## src/rtl/tqvp_rebeccargb_bin2bcd_if.sv

```systemverilog
// Peripheral register bus for the bin2bcd block.
// Address/strobe/write data in, combinational read data out.
interface tqvp_rebeccargb_bin2bcd_if;
    logic [3:0] address;
    logic       data_write;
    logic [7:0] data_in;
    logic [7:0] data_out;

    modport master (
        output address, data_write, data_in,
        input  data_out
    );

    modport slave (
        input  address, data_write, data_in,
        output data_out
    );
endinterface

```

## src/rtl/tqvp_rebeccargb_bin2bcd.sv

```systemverilog
// Binary to packed BCD converter, one double-dabble step per clock.
// Feeds a selected digit and its blanking flag to the digit decoder.
module tqvp_rebeccargb_bin2bcd #(
    parameter int BIN_W = 16,
    parameter int NDIG  = 5
) (
    input  logic       clk,
    input  logic       rst_n,
    input  logic [7:0] ui_in,
    output logic [7:0] uo_out,
    tqvp_rebeccargb_bin2bcd_if.slave bus,
    output logic [3:0] digit_out,
    output logic       digit_blank,
    output logic       digit_valid
);
    localparam int RW = 4 * NDIG;
    localparam int SW = RW + BIN_W;
    localparam int CW = $clog2(BIN_W + 1);

    typedef enum logic {
        ST_IDLE,
        ST_CONV
    } state_t;

    state_t          state, state_d;
    logic [BIN_W-1:0] bin, bin_d;
    logic [RW-1:0]   res;
    logic [SW-1:0]   sh, sh_adj, sh_nx;
    logic [CW-1:0]   cnt;
    logic [2:0]      sel;
    logic            lzb, valid, busy;
    logic            start, done;
    logic            wr_lo, wr_hi, wr_ctl, wr_sel;
    logic [31:0]     res_x;

    wire unused_ui = &{1'b0, ui_in};

    always_comb begin
        wr_lo  = 1'b0;
        wr_hi  = 1'b0;
        wr_ctl = 1'b0;
        wr_sel = 1'b0;
        if (bus.data_write) begin
            unique case (bus.address)
                4'h0:    wr_lo  = 1'b1;
                4'h1:    wr_hi  = 1'b1;
                4'h2:    wr_ctl = 1'b1;
                4'h3:    wr_sel = 1'b1;
                default: ;
            endcase
        end
    end

    assign start = wr_hi | (wr_ctl & bus.data_in[0]);

    // START must see the byte written in the same cycle
    always_comb begin
        bin_d = bin;
        if (wr_lo)
            bin_d[7:0] = bus.data_in;
        if (wr_hi)
            bin_d[BIN_W-1:8] = bus.data_in[BIN_W-9:0];
    end

    // Nibble adds wrap at 4 bits; no carry between digits
    always_comb begin
        sh_adj = sh;
        for (int i = 0; i < NDIG; i++) begin
            if (sh[BIN_W+4*i +: 4] >= 4'd5)
                sh_adj[BIN_W+4*i +: 4] = sh[BIN_W+4*i +: 4] + 4'd3;
        end
        sh_nx = {sh_adj[SW-2:0], 1'b0};
    end

    always_comb begin
        state_d = state;
        done    = 1'b0;
        unique case (state)
            ST_IDLE: begin
                if (start)
                    state_d = ST_CONV;
            end
            ST_CONV: begin
                if (start)
                    state_d = ST_CONV;
                else if (cnt == CW'(1)) begin
                    state_d = ST_IDLE;
                    done    = 1'b1;
                end
            end
            default: state_d = ST_IDLE;
        endcase
    end

    assign busy = (state == ST_CONV);

    always_ff @(posedge clk) begin
        if (!rst_n)
            state <= ST_IDLE;
        else
            state <= state_d;
    end

    always_ff @(posedge clk) begin
        if (!rst_n) begin
            bin   <= '0;
            res   <= '0;
            sh    <= '0;
            cnt   <= '0;
            sel   <= '0;
            lzb   <= 1'b0;
            valid <= 1'b0;
        end else begin
            bin <= bin_d;
            if (wr_ctl)
                lzb <= bus.data_in[1];
            if (wr_sel)
                sel <= bus.data_in[2:0];
            if (start) begin
                sh  <= SW'(bin_d);
                cnt <= CW'(BIN_W);
            end else if (busy) begin
                sh  <= sh_nx;
                cnt <= cnt - 1'b1;
            end
            if (done) begin
                res   <= sh_nx[SW-1:BIN_W];
                valid <= 1'b1;
            end
        end
    end

    assign res_x = 32'(res);

    // Blank only when this digit and everything above it are zero
    always_comb begin
        digit_out   = 4'd0;
        digit_blank = 1'b1;
        if (sel < 3'(NDIG)) begin
            digit_out   = res_x[{sel, 2'b00} +: 4];
            digit_blank = lzb & valid & (sel != 3'd0) &
                          ((res_x >> {sel, 2'b00}) == 32'd0);
        end
    end

    assign digit_valid = valid & ~busy;
    assign uo_out = {busy, valid, digit_blank, 1'b0, digit_out};

    always_comb begin
        unique case (bus.address)
            4'h0:    bus.data_out = res_x[7:0];
            4'h1:    bus.data_out = res_x[15:8];
            4'h2:    bus.data_out = {busy, valid, lzb, 1'b0, res_x[19:16]};
            4'h3:    bus.data_out = {digit_blank, 3'b000, digit_out};
            default: bus.data_out = 8'h00;
        endcase
    end
endmodule

```

## src/flat_wrapper.sv

```systemverilog
// flat-port wrapper written by rule: the top's interface ports become plain ports
module tqvp_rebeccargb_bin2bcd_flat 
#(
    parameter int BIN_W = 16,
    parameter int NDIG  = 5
)
  (clk, rst_n, ui_in, uo_out, digit_out, digit_blank, digit_valid, bus_address, bus_data_write, bus_data_in, bus_data_out);
  tqvp_rebeccargb_bin2bcd_if bus_i ();
  input  logic clk;
  input  logic rst_n;
  input  logic [7:0] ui_in;
  output logic [7:0] uo_out;
  output logic [3:0] digit_out;
  output logic digit_blank;
  output logic digit_valid;
  input wire logic [$bits(bus_i.address)-1:0] bus_address;
  input wire logic [$bits(bus_i.data_write)-1:0] bus_data_write;
  input wire logic [$bits(bus_i.data_in)-1:0] bus_data_in;
  output wire logic [$bits(bus_i.data_out)-1:0] bus_data_out;
  assign bus_i.address = bus_address;
  assign bus_i.data_write = bus_data_write;
  assign bus_i.data_in = bus_data_in;
  assign bus_data_out = bus_i.data_out;
  tqvp_rebeccargb_bin2bcd #(.BIN_W(BIN_W), .NDIG(NDIG)) u_core (.clk(clk), .rst_n(rst_n), .ui_in(ui_in), .uo_out(uo_out), .bus(bus_i), .digit_out(digit_out), .digit_blank(digit_blank), .digit_valid(digit_valid));
endmodule
```

## config.mk

```make
export PLATFORM = sky130hd
export DESIGN_NAME = tqvp_rebeccargb_bin2bcd_flat
export DESIGN_NICKNAME = d
export VERILOG_FILES = /design/src/rtl/tqvp_rebeccargb_bin2bcd_if.sv /design/src/rtl/tqvp_rebeccargb_bin2bcd.sv /design/src/flat_wrapper.sv
export SDC_FILE = /design/constraint.sdc
export NUM_CORES = 1
export LEC_CHECK = 0
export CAP_MARGIN = 20
export CORE_ASPECT_RATIO = 0.6
export CORE_MARGIN = 2
export CORE_UTILIZATION = 35
export DETAILED_ROUTE_END_ITERATION = 10
export MAX_ROUTING_LAYER = met4
export PLACE_DENSITY_LB_ADDON = 0.1
export REMOVE_ABC_BUFFERS = 1
export SLEW_MARGIN = 25
export SYNTH_ARGS = -nofsm -noshare
export SYNTH_HDL_FRONTEND = slang
export SYNTH_SLANG_ARGS = --single-unit
```

## constraint.sdc

```tcl
create_clock -name clk -period 2.55 [get_ports clk]
set_input_delay 0.51 -clock clk [delete_from_list [all_inputs] [get_ports clk]]
set_output_delay 0.51 -clock clk [all_outputs]
set_load 0.02 [all_outputs]
```

==> impl_metrics.toml <==
[run_status]
status = "finished with violations"
violations = "setup timing"

[critical_path]
worstPathCellList = "mux2i_4 > o211ai_1 > nor3_2 > nand4_1 > o31ai_4 > buf_4 > buf_6"
cpMaxStageDelayCell = "dfxtp_4"
cp-start-kind = "flop"
critPathTopFamily = "compound AO/OA/AOI/OAI gates"
critPathMaxStageDelay_ps = 410
critPathMaxFanout = 4
timing.rr.end = "u_core.res[7]"
crit_buf_inv = 2
crit_arrival_ps = 2220
crit_type = "flop to output pin"
rr_worst_depth = 6
r2r-start = "u_core.cnt[0]"
cp_num_cells = 7
critical_path_required_ps = 2040
regToRegSetupSlack_ps = 670
cp-end-kind = "output pin"

[timing]
period_minus_slack_ps = 2730
final_hold_viol_count = 0
finalSetupViolations = 3
setup-tns-final_ps = -400
tightest_slew_ps = 531
hold_slack_ps = 463
slew-limit-headroom_pct = 64.2
finalMaxSlewViolations = 0
rsz0062_at_grt = "true"
maxClockFrequency_mhz = 367
fin_crit_sh_pct = 107
setup_ws_ps = -177
worst_clock_skew_ps = 6.11

[final_layout]
drive_gt1_share_pct = 19.2
diodes = 0
fin_nets = 613
syn2layout_area_growth_pct = 29.5
fin_area_um2 = 5560
fin_cells = 748

[place]
place_area_um2 = 5190
portBuffers = 35
place_inst = 730
dp_hpwl_um = 9070
gp_congestion = 0.878

[hold_path]
hold_path_depth = 2
hp-start = "u_core.bin[9]"
hold_path_end = "u_core.bin[9]"
min_path_type = "flop to flop"

[floorplan]
coreArea_um2 = 12000
start_util_pct = 35.7
die-area_um2 = 13200
die_y_um = 89.8
std_cell_rows = 31
io_pins = 45
die_w_um = 147

[global_routing]
antenna_found_initial = 0
globalRouteOverflowTotal = 0
grt_max_degree = 55
grt_pass1_vias = 3574
grt_usage_pct = 19.5
grt_pass1_wl_um = 19600

[yosys]
yosysMostFrequentCell = "dfxtp_1"
ys_warn_count = 0
yosysSeqAreaShare_pct = 38.7
avgSynthCellArea_um2 = 8.54
asyncSetResetFlopFracSynth_pct = 0
synthTopCellsByArea = "dfxtp_1, mux2i_1, nand2_1"
synthCells = 503
synth_area_um2 = 4300
synth_top_flop_cell = "dfxtp_1"
synth-edff-count = 0
ys_ff_latch = 83
yosysTopAreaCell = "dfxtp_1"
synth_cell_types = 50
synthTopCellsByCount = "dfxtp_1, nand2_1, mux2i_1"
synth_top_area_share_pct = 38.7

[routing]
num_vias = 3730
drt_iter0_drc = 241
via_per_inst = 4.99
drc = 0
ant_nets = 0
wl_um = 12100
wl_per_cell_um = 16.2
drtPass1Iterations = 9

[flow_run]
maxCapViolCount = 0

[clocking]
cts_root_buf = "clkbuf_16"
cts_hold_buf = 0
cts_max_path_buffers = 2
clk_latency_ps = 340
cts_tree = "done"
cts_num_sinks = 83
h-tree-depth = 3
cts_buffers = 9
path_clk_slew_ps = 60

[power_and_ir_drop]
p_per_area_nw_per_um2 = 509
power_mw = 2.83
vdd_ir_drop_max_mv = 0.348
p_leak_nw = 2.39
## cells in the final DEF, fill, tap and decap left out, drive strengths merged, types with 2 or more instances in the layout
cell type	count
nor3b	6
a21oi	18
o211ai	3
a222oi	5
nand2b	7
dfxtp	83
clkdlybuf4s15	3
nor4b	4
a31oi	2
dlygate4sd2	12
a22o	3
and3	11
nor2b	13
nand3	34
clkbuf	14
inv	18
nor4	2
a211oi	6
mux2i	45
nor3	6
o21a	3
buf	74
and3b	2
a21boi	13
a2bb2oi	6
clkdlybuf4s50	12
xnor2	8
clkinv	3
ha	12
nor2	35
o211a	10
o21ai	28
nand2	68
## sequential cells by signal (all words and copies together), names as in the netlist
name,count
u_core.sh,36
u_core.valid,1
u_core.bin,16
u_core.cnt,5
u_core.res,20
u_core.lzb,1
u_core.sel,3
u_core.busy,1
## per-stage QoR
step           worst slack [ps]  util (%)
6_report                   -177      46.3
5_1_grt                    -233      46.3
3_3_place_gp               -655      43.2
4_1_cts                    -123      45.9
3_5_place_dp               -655      43.2
2_1_floorplan              -443         -
## worst max path at each step
stage,from,to,slack [ps]
CTS,u_core.sel[1],bus_data_out[7],-120
detailed placement,bus_address[0],bus_data_out[7],-660
finish,u_core.sel[1],bus_data_out[7],-180
global placement,bus_address[0],bus_data_out[7],-660
floorplan,u_core.busy,u_core.res[11],-440
global route,u_core.sel[1],bus_data_out[7],-230
## per-layer routing
metal / up-vias / share of wire, % / global-route usage [%]
met5: - / 0 / -
met4: 0 / 0.45 / 3.77
met1: 1750 / 54 / 28.9
li1: 1906 / - / -
met2: 67 / 42 / 27.3
met3: 7 / 3.7 / 4.11
## logic make-up after synthesis
family | Yosys count | synth area share (%)
adders and majority gates | 12 | 3.50
other | 1 | 0.0873
buffers and inverters | 58 | 6.41
AOI/OAI and AO/OA | 104 | 17.0
xor gates and xnor gates | 9 | 1.84
DFF | 83 | 38.7
muxes | 46 | 10.7
and+or+nand+nor | 190 | 21.7
## worst register-to-register path: cells and delay by family (launching register included)
family	cells	cell delay, ps
compound gates	1	160
buf+inv	1	220
fa+ha+maj	1	180
flops	1	390
simple gates	3	810
## cell type report
| cell class | count | area, um^2 |
|---|---|---|
| inverter | 18 | 67.6 |
| tap | 165 | 206 |
| sequential | 83 | 1670 |
| timing repair buffer | 104 | 887 |
| clock buffer | 11 | 243 |
| clock inverter | 5 | 52.6 |
| multi-input combinational | 362 | 2440 |
| fill | 1211 | 6460 |
## timing repair
action	in CTS	in global routing
gates resized for setup	54	21
pin swaps	5	5
setup buffers	0	3
endpoints found under the setup margin	18	8
hold endpoints to repair	0	0
## power breakdown
part	switching (mW)	total [mW]	internal [mW]
Clock	0.525	1.31	0.781
Sequential	0.0138	1.33	1.31
Combinational	0.109	0.202	0.0935
No activity file was read; power rests on OpenSTA's default activity.
